## src/rtl/aes_pkg.sv

```systemverilog
// Shared definitions for the streaming AES key schedule.
// Contents: key-mode encodings, FSM state encodings, Nk/Nr/Nw lookups
// for each key mode, and the GF(2^8) xtime helper used to step rcon.
package aes_pkg;

    // Key-mode encodings as presented on key_mode. The reserved code is
    // handled as AES-128.
    localparam logic [1:0] MODE_128  = 2'd0;
    localparam logic [1:0] MODE_192  = 2'd1;
    localparam logic [1:0] MODE_256  = 2'd2;
    localparam logic [1:0] MODE_RSVD = 2'd3;

    // Controller states.
    localparam logic [2:0] ST_IDLE   = 3'd0;
    localparam logic [2:0] ST_LOAD   = 3'd1;
    localparam logic [2:0] ST_EXPAND = 3'd2;
    localparam logic [2:0] ST_READY  = 3'd3;
    localparam logic [2:0] ST_STREAM = 3'd4;

    // Key length in 32-bit words.
    function automatic logic [3:0] nk_of(input logic [1:0] mode);
        case (mode)
            MODE_192: return 4'd6;
            MODE_256: return 4'd8;
            default:  return 4'd4;
        endcase
    endfunction

    // Number of rounds.
    function automatic logic [3:0] nr_of(input logic [1:0] mode);
        case (mode)
            MODE_192: return 4'd12;
            MODE_256: return 4'd14;
            default:  return 4'd10;
        endcase
    endfunction

    // Total schedule length in words, 4*(Nr+1).
    function automatic logic [5:0] nw_of(input logic [1:0] mode);
        case (mode)
            MODE_192: return 6'd52;
            MODE_256: return 6'd60;
            default:  return 6'd44;
        endcase
    endfunction

    // Multiply by x in GF(2^8) modulo x^8+x^4+x^3+x+1.
    function automatic logic [7:0] xtime(input logic [7:0] b);
        return {b[6:0], 1'b0} ^ (b[7] ? 8'h1b : 8'h00);
    endfunction

endpackage

```

## src/rtl/aes_sbox.sv

```systemverilog
// Combinational AES forward S-box for one byte.
// Ports:
//   byte_i  8-bit input byte
//   byte_o  8-bit substituted byte
module aes_sbox (
    input  logic [7:0] byte_i,
    output logic [7:0] byte_o
);

    // Table stored with entry 0x00 in the top byte, so entry a sits at
    // bit offset 8*(255-a), which is simply {~a, 3'b000}.
    localparam logic [2047:0] SBOX = {
        128'h637c777bf26b6fc53001672bfed7ab76,
        128'hca82c97dfa5947f0add4a2af9ca472c0,
        128'hb7fd9326363ff7cc34a5e5f171d83115,
        128'h04c723c31896059a071280e2eb27b275,
        128'h09832c1a1b6e5aa0523bd6b329e32f84,
        128'h53d100ed20fcb15b6acbbe394a4c58cf,
        128'hd0efaafb434d338545f9027f503c9fa8,
        128'h51a3408f929d38f5bcb6da2110fff3d2,
        128'hcd0c13ec5f974417c4a77e3d645d1973,
        128'h60814fdc222a908846eeb814de5e0bdb,
        128'he0323a0a4906245cc2d3ac629195e479,
        128'he7c8376d8dd54ea96c56f4ea657aae08,
        128'hba78252e1ca6b4c6e8dd741f4bbd8b8a,
        128'h703eb5664803f60e613557b986c11d9e,
        128'he1f8981169d98e949b1e87e9ce5528df,
        128'h8ca1890dbfe6426841992d0fb054bb16
    };

    assign byte_o = SBOX[{~byte_i, 3'b000} +: 8];

endmodule

```

## src/rtl/aes_key_schedule_stream.sv

```systemverilog
// Byte-serial AES-128/192/256 key loader, word-per-cycle key expander and
// round-key streamer.
// Ports:
//   clk, rst_n                    clock, async active-low reset
//   key_mode                      key size, sampled with the first key byte
//   key_in/_valid/_ready          key bytes, most significant first
//   keys_ready                    full schedule valid
//   num_rounds                    Nr of the latched mode (0 before first load)
//   rk_req_valid/_ready, rk_round round-key request
//   rk_err                        one-cycle pulse after an out-of-range request
//   rk_out/_valid/_ready/_last    round-key beats, most significant first
module aes_key_schedule_stream
    import aes_pkg::*;
#(
    parameter int OUT_W     = 8,
    parameter int MAX_WORDS = 60
) (
    input  logic             clk,
    input  logic             rst_n,
    input  logic [1:0]       key_mode,
    input  logic             key_in_valid,
    output logic             key_in_ready,
    input  logic [7:0]       key_in,
    output logic             keys_ready,
    output logic [3:0]       num_rounds,
    input  logic             rk_req_valid,
    output logic             rk_req_ready,
    input  logic [3:0]       rk_round,
    output logic             rk_err,
    output logic [OUT_W-1:0] rk_out,
    output logic             rk_out_valid,
    input  logic             rk_out_ready,
    output logic             rk_out_last
);

    localparam int BEATS  = 128 / OUT_W;
    localparam int BEAT_W = (BEATS > 1) ? $clog2(BEATS) : 1;
    localparam logic [BEAT_W-1:0] BEAT_LAST = BEAT_W'(BEATS - 1);

    logic [2:0]        state_q, state_d;
    logic [1:0]        mode_q, mode_d;
    logic [3:0]        nr_q, nr_d;
    logic [4:0]        byte_cnt_q, byte_cnt_d;
    logic [23:0]       acc_q, acc_d;     // bytes of the word being packed
    logic [5:0]        idx_q, idx_d;     // word index i during expansion
    logic [2:0]        phase_q, phase_d; // i mod Nk, kept as a wrapping counter
    logic [7:0]        rcon_q, rcon_d;
    logic [31:0]       prev_q, prev_d;   // last word written, i.e. w[i-1]
    logic [3:0]        round_q, round_d;
    logic [BEAT_W-1:0] beat_q, beat_d;
    logic              err_q, err_d;

    logic [31:0] mem_q [MAX_WORDS];
    logic        we;
    logic [5:0]  waddr;
    logic [31:0] wdata;

    logic [3:0]   nk;
    logic [5:0]   nw;
    logic [5:0]   key_bytes;
    logic         key_fire;
    logic [31:0]  w_back;
    logic [31:0]  sub_in, sub_out, temp, w_new;
    logic [5:0]   rd_base;
    logic [127:0] key128;
    logic [6:0]   sel_lsb;

    assign nk        = nk_of(mode_q);
    assign nw        = nw_of(mode_q);
    assign key_bytes = {nk, 2'b00};

    assign key_in_ready = (state_q == ST_IDLE) || (state_q == ST_LOAD) ||
                          (state_q == ST_READY);
    assign key_fire     = key_in_valid && key_in_ready;
    assign keys_ready   = (state_q == ST_READY) || (state_q == ST_STREAM);
    // A key byte in READY starts a reload and pre-empts any request.
    assign rk_req_ready = (state_q == ST_READY) && !key_in_valid;
    assign rk_err       = err_q;
    assign num_rounds   = nr_q;

    // Expansion datapath: RotWord only on the Nk boundary; one shared
    // SubWord serves both the boundary and the AES-256 mid-key step.
    assign w_back = mem_q[idx_q - {2'b00, nk}];
    assign sub_in = (phase_q == 3'd0) ? {prev_q[23:0], prev_q[31:24]} : prev_q;

    for (genvar g = 0; g < 4; g++) begin : g_subword
        aes_sbox u_sbox (
            .byte_i(sub_in[8*g +: 8]),
            .byte_o(sub_out[8*g +: 8])
        );
    end

    always_comb begin
        if (phase_q == 3'd0) begin
            temp = sub_out ^ {rcon_q, 24'h0};
        end else if (nk == 4'd8 && phase_q == 3'd4) begin
            temp = sub_out;
        end else begin
            temp = prev_q;
        end
    end

    assign w_new = w_back ^ temp;

    // Round-key read path, gated so the bus is quiet outside STREAM.
    assign rd_base = {round_q, 2'b00};
    assign key128  = {mem_q[rd_base], mem_q[rd_base + 6'd1],
                      mem_q[rd_base + 6'd2], mem_q[rd_base + 6'd3]};
    assign sel_lsb = 7'(OUT_W * (BEATS - 1)) - 7'(beat_q) * 7'(OUT_W);

    assign rk_out_valid = (state_q == ST_STREAM);
    assign rk_out_last  = (state_q == ST_STREAM) && (beat_q == BEAT_LAST);
    assign rk_out       = (state_q == ST_STREAM) ? key128[sel_lsb +: OUT_W] : '0;

    always_comb begin
        // NOTE: every signal assigned here gets a default first, so no
        // path through the case can leave one unassigned and infer a latch.
        state_d    = state_q;
        mode_d     = mode_q;
        nr_d       = nr_q;
        byte_cnt_d = byte_cnt_q;
        acc_d      = acc_q;
        idx_d      = idx_q;
        phase_d    = phase_q;
        rcon_d     = rcon_q;
        prev_d     = prev_q;
        round_d    = round_q;
        beat_d     = beat_q;
        err_d      = 1'b0;
        we         = 1'b0;
        waddr      = idx_q;
        wdata      = w_new;

        case (state_q)
            ST_IDLE, ST_READY: begin
                if (key_fire) begin
                    // First byte of a (re)load: latch the key size now.
                    mode_d     = (key_mode == MODE_RSVD) ? MODE_128 : key_mode;
                    nr_d       = nr_of(key_mode);
                    acc_d      = {acc_q[15:0], key_in};
                    byte_cnt_d = 5'd1;
                    state_d    = ST_LOAD;
                end else if (state_q == ST_READY && rk_req_valid) begin
                    if (rk_round <= nr_q) begin
                        round_d = rk_round;
                        beat_d  = '0;
                        state_d = ST_STREAM;
                    end else begin
                        err_d = 1'b1;
                    end
                end
            end

            ST_LOAD: begin
                if (key_in_valid) begin
                    acc_d      = {acc_q[15:0], key_in};
                    byte_cnt_d = byte_cnt_q + 5'd1;
                    if (byte_cnt_q[1:0] == 2'd3) begin
                        we     = 1'b1;
                        waddr  = {3'b000, byte_cnt_q[4:2]};
                        wdata  = {acc_q, key_in};
                        prev_d = {acc_q, key_in};
                    end
                    if ({1'b0, byte_cnt_q} == key_bytes - 6'd1) begin
                        idx_d   = {2'b00, nk};
                        phase_d = 3'd0;
                        rcon_d  = 8'h01;
                        state_d = ST_EXPAND;
                    end
                end
            end

            ST_EXPAND: begin
                we      = 1'b1;
                prev_d  = w_new;
                idx_d   = idx_q + 6'd1;
                phase_d = ({1'b0, phase_q} == nk - 4'd1) ? 3'd0 : phase_q + 3'd1;
                if (phase_q == 3'd0) begin
                    rcon_d = xtime(rcon_q);
                end
                if (idx_q == nw - 6'd1) begin
                    state_d = ST_READY;
                end
            end

            ST_STREAM: begin
                if (rk_out_ready) begin
                    if (beat_q == BEAT_LAST) begin
                        state_d = ST_READY;
                    end else begin
                        beat_d = beat_q + BEAT_W'(1);
                    end
                end
            end

            default: state_d = ST_IDLE;
        endcase
    end

    // NOTE: all sequential state uses non-blocking assignments so every
    // register samples the pre-edge values of its neighbours.
    always_ff @(posedge clk or negedge rst_n) begin
        if (!rst_n) begin
            state_q    <= ST_IDLE;
            mode_q     <= MODE_128;
            nr_q       <= 4'd0;
            byte_cnt_q <= 5'd0;
            acc_q      <= 24'h0;
            idx_q      <= 6'd0;
            phase_q    <= 3'd0;
            rcon_q     <= 8'h01;
            prev_q     <= 32'h0;
            round_q    <= 4'd0;
            beat_q     <= '0;
            err_q      <= 1'b0;
        end else begin
            state_q    <= state_d;
            mode_q     <= mode_d;
            nr_q       <= nr_d;
            byte_cnt_q <= byte_cnt_d;
            acc_q      <= acc_d;
            idx_q      <= idx_d;
            phase_q    <= phase_d;
            rcon_q     <= rcon_d;
            prev_q     <= prev_d;
            round_q    <= round_d;
            beat_q     <= beat_d;
            err_q      <= err_d;
        end
    end

    // NOTE: the word store has no reset; it is only read once a full load
    // and expansion have rewritten every word in use, and leaving it out of
    // reset lets it map onto plain RAM. Writes are blocked while in reset
    // because the write enable depends on state_q.
    always_ff @(posedge clk) begin
        if (we) begin
            mem_q[waddr] <= wdata;
        end
    end

endmodule

```

## config.mk

```make
export PLATFORM = sky130hd
export DESIGN_NAME = aes_key_schedule_stream
export DESIGN_NICKNAME = d
export VERILOG_FILES = /design/src/rtl/aes_pkg.sv /design/src/rtl/aes_sbox.sv /design/src/rtl/aes_key_schedule_stream.sv
export SDC_FILE = /design/constraint.sdc
export NUM_CORES = 2
export LEC_CHECK = 0
export BUFFER_PORTS_ARGS = -buffer_cell sky130_fd_sc_hd__buf_2
export CELL_PAD_IN_SITES_DETAIL_PLACEMENT = 1
export CELL_PAD_IN_SITES_GLOBAL_PLACEMENT = 1
export CORE_ASPECT_RATIO = 0.5
export CORE_MARGIN = 1
export CORE_UTILIZATION = 44
export DETAILED_ROUTE_END_ITERATION = 12
export MAX_ROUTING_LAYER = met4
export PLACE_DENSITY_LB_ADDON = 0.1
export SLEW_MARGIN = 10
export SYNTH_ARGS = -nofsm -noshare
export SYNTH_HDL_FRONTEND = slang
export SYNTH_HIERARCHICAL = 1
export SYNTH_SLANG_ARGS = --single-unit
```

## constraint.sdc

```tcl
create_clock -name clk -period 19.2 [get_ports clk]
set_input_delay 2.88 -clock clk [delete_from_list [all_inputs] [get_ports clk]]
set_output_delay 2.88 -clock clk [all_outputs]
set_load 0.05 [all_outputs]
```

==> run summary <==
die area = 0.2530 mm^2
Syn Inst Count = 7466
Port Buffers = 35
CORE AREA = 0.2484 mm^2
CP peak stage delay = 0.89 ns
Fill cells = 23658
DR vias = 81441
Max Freq = 109.0 MHz
vias in the first global route = 78676
minimum clock period = 9.177 ns
final non-filler cell total = 10758
clock-pin slew on the worst setup and hold paths = 0.07 ns
Crit. End Element = output pin
RSZ-0062 raised after global routing = no
first-pass GRT wire length = 676000 um
Max FO, Critical Path = 109
clock root buffer = clkbuf_16
Worst setup SP type = register
initial antenna violation count = 39
CTS tree = built
Setup crit start = round_q[1]
Final Routed Wirelength = 495300 um
overall die height = 356.2 um
Clock Path Buffers = 4
R2R depth = 12
WHS Endpoint = acc_q[19]
Final Max Tran Viols = 0
clock latency on the worst-skew pair = 0.89 ns
largest net degree at the start of global routing = 140
Area Overhead vs Synth = 8.881%
CP top delay family = buffers and inverters
share of layout cells above drive strength 1 = 24.74%
Final Core Density = 48.38%
crit path max-delay cell type = dfrtp_4
worst setup path class = register to output pin
async set or reset register ratio after synthesis = 4.715%
Hold Crit Class = register to register
Slew @ Worst Pin = 1.390 ns
status = complete, no violations
number of synthesized flops with an enable pin = 1920
final hold violations = 0
Max-slew headroom = 7.210%
hold path cells = 2
Seq cells post-synth = 2015
DR WL/cell = 46.04 um
Die X = 710.3 um
post-synth cell types = 90
vias per cell = 7.570
routability cong. = 0.9691
crit path DAT = 6.30 ns
max cap viols = 0
count of boundary I/O pins = 37
Setup-failing EPs final = 0
Ys Warns = 6
syn avg cell area = 14.79 um^2
reg-to-reg startpoint = mode_q[1]
CP cell instances = buf_12 > buf_4 > nand2b_2 > o221ai_1 > a21oi_1 > nor3_1 > o311a_1 > a21oi_1 > o21ai_1 > buf_2
Final TNS setup = 0 ns
H-Tree Depth = 4
sequential fraction of the synthesis area = 54.39%
gr ovfl total = 0
CP most frequent cell = a21oi_1
setup repair bufs after CTS = 0
final layout net count = 7338
# placed instances = 10377
drt first pass iters = 6
CTS sink count = 2015
global-route usage over all layers = 39.83%
Detail Route Antenna Nets = 0
Synth Flop Type = edfxtp_1
DRC = 0
post_cts resized = 0
dpl hpwl = 303600 um
flop2flop setup slack = 11.49 ns
beginning of the worst hold path = acc_q[19]
skew final = 0.06280 ns
R2R Path End = mem_q[30][17]
Synth Net Count = 7564
CP bufs+invs = 3
Final Cycle Share = 47.80%
CTS Buf Count = 200
Netlist Area Pre-Place = 0.1104 mm^2
DRT iter0 DRCs = 14945
initial cell density of the core = 44.44%
CP Data Required Time = 16.32 ns
# rows = 129
CTS Hold Bufs = 0
-- placed cells by master, fill, tap and decap left out, drive strengths merged, types with 85 or more instances in the layout --
cell	instances
o211ai	101
nor3	86
nand3	167
nand2	589
a211oi	87
mux4	996
a21oi	277
edfxtp	1920
clkbuf	248
mux2i	297
a31oi	85
nor2	277
o21ai	369
dfrtp	94
buf	287
nand2b	104
-- synth_stat cells, types with 41 or more instances --
cell      count  share of area (%)
a311oi_1     59               0.47
nor3_1       86               0.39
nand3_1     167               0.76
o21ai_0     341                1.5
o221ai_1     59               0.47
edfxtp_1   1920                 52
buf_6        59               0.60
nand4_1      60               0.34
buf_1        43               0.15
nand2b_1    104               0.59
a22oi_1      41               0.28
o22ai_1      62               0.35
inv_1        61               0.21
ha_1         78               0.88
nand2_1     584                2.0
dfrtp_1      94                2.1
nor2b_1      79               0.45
nor2_1      276               0.94
buf_4        67               0.46
o211ai_1     97               0.66
and3_1       59               0.33
a211oi_1     87               0.59
a31oi_1      85               0.48
clkbuf_1    252               0.86
a221oi_1     57               0.45
o31ai_1      49               0.33
mux2i_1     297                2.7
mux2_2       79               0.81
buf_2       294                1.3
a21oi_1     277                1.3
mux4_2      996                 20
-- how the worst max path moves through the flow --
| stage | cells after the start | slack, ns | endpoint |
|---|---|---|---|
| global placement | 9 | 10.51 | rk_out[7] |
| CTS | 9 | 9.95 | rk_out[0] |
| finish | 10 | 10.02 | rk_out[7] |
| detailed placement | 9 | 10.87 | rk_out[0] |
| floorplan | 20 | 11.82 | mem_q[0][24] |
| global route | 9 | 9.71 | rk_out[0] |
-- state kept, by name, summed over array words and instances (netlist names) --
| register | cells |
|---|---|
| acc_q | 24 |
| beat_q | 4 |
| byte_cnt_q | 5 |
| idx_q | 6 |
| mem_q | 1920 |
| mode_q | 2 |
| num_rounds | 3 |
| phase_q | 3 |
| prev_q | 32 |
| rcon_q | 8 |
| rk_err | 1 |
| round_q | 4 |
| state_q | 3 |
-- worst min-delay path, cell delays in order, from the launching register on --
cell	delay (ns)
dfrtp_1	0.35
nand2_1	0.05
nand2_1	0.06
-- kinds of logic (layout without fill, tap and decap cells) --
family / count (synthesis) / after routing / share of synthesized area, %
flip-flops: 2015 / 2015 / 54.39
AO/OA/AOI/OAI: 1613 / 1613 / 10.19
AND/OR/NAND/NOR: 1548 / 1548 / 6.644
multiplexers: 1372 / 1372 / 23.82
buffers and inverters: 786 / 706 / 3.635
adder cells (fa/ha/maj): 79 / 79 / 0.9023
XOR/XNOR: 52 / 52 / 0.4194
other: 1 / 33 / 0.003397
-- layout make-up --
type,instances,area (um^2),share of cell area [%]
Multi-Input combinational cell,4665,47390,39.43
Clock buffer,248,5269,4.384
Sequential cell,2015,60050,49.97
Tap cell,3340,4179,3.477
Antenna cell,32,80.08,0.06663
Timing Repair Buffer,287,2155,1.793
Inverter,71,274.0,0.2280
Clock inverter,100,788.3,0.6558
-- metal layers --
metal / share of wire, % / global-route usage (%) / vias to the layer above / wire length, um
met3: 15 / 14.63 / 1005 / 76480
met5: 0 / - / - / 0
li1: - / - / 30333 / -
met1: 39 / 55.12 / 43511 / 192700
met4: 3.8 / 12.97 / 0 / 18940
met2: 42 / 54.34 / 6592 / 207200
-- per-stage QoR --
| step | cell area [um^2] | setup WS, ns | hold WS, ns |
|---|---|---|---|
| after global placement | 114000 | 10.51 | 0.4617 |
| after floorplan | 110400 | 11.82 | 0.4456 |
| after detailed placement | 114000 | 10.87 | 0.4646 |
| after global routing | 120200 | 9.715 | 0.5113 |
| after CTS | 120100 | 9.946 | 0.4836 |
| final | 120200 | 10.02 | 0.4874 |
Power is not shown: default switching activity piles up to over one toggle a cycle in this logic, so the estimate is an artifact.
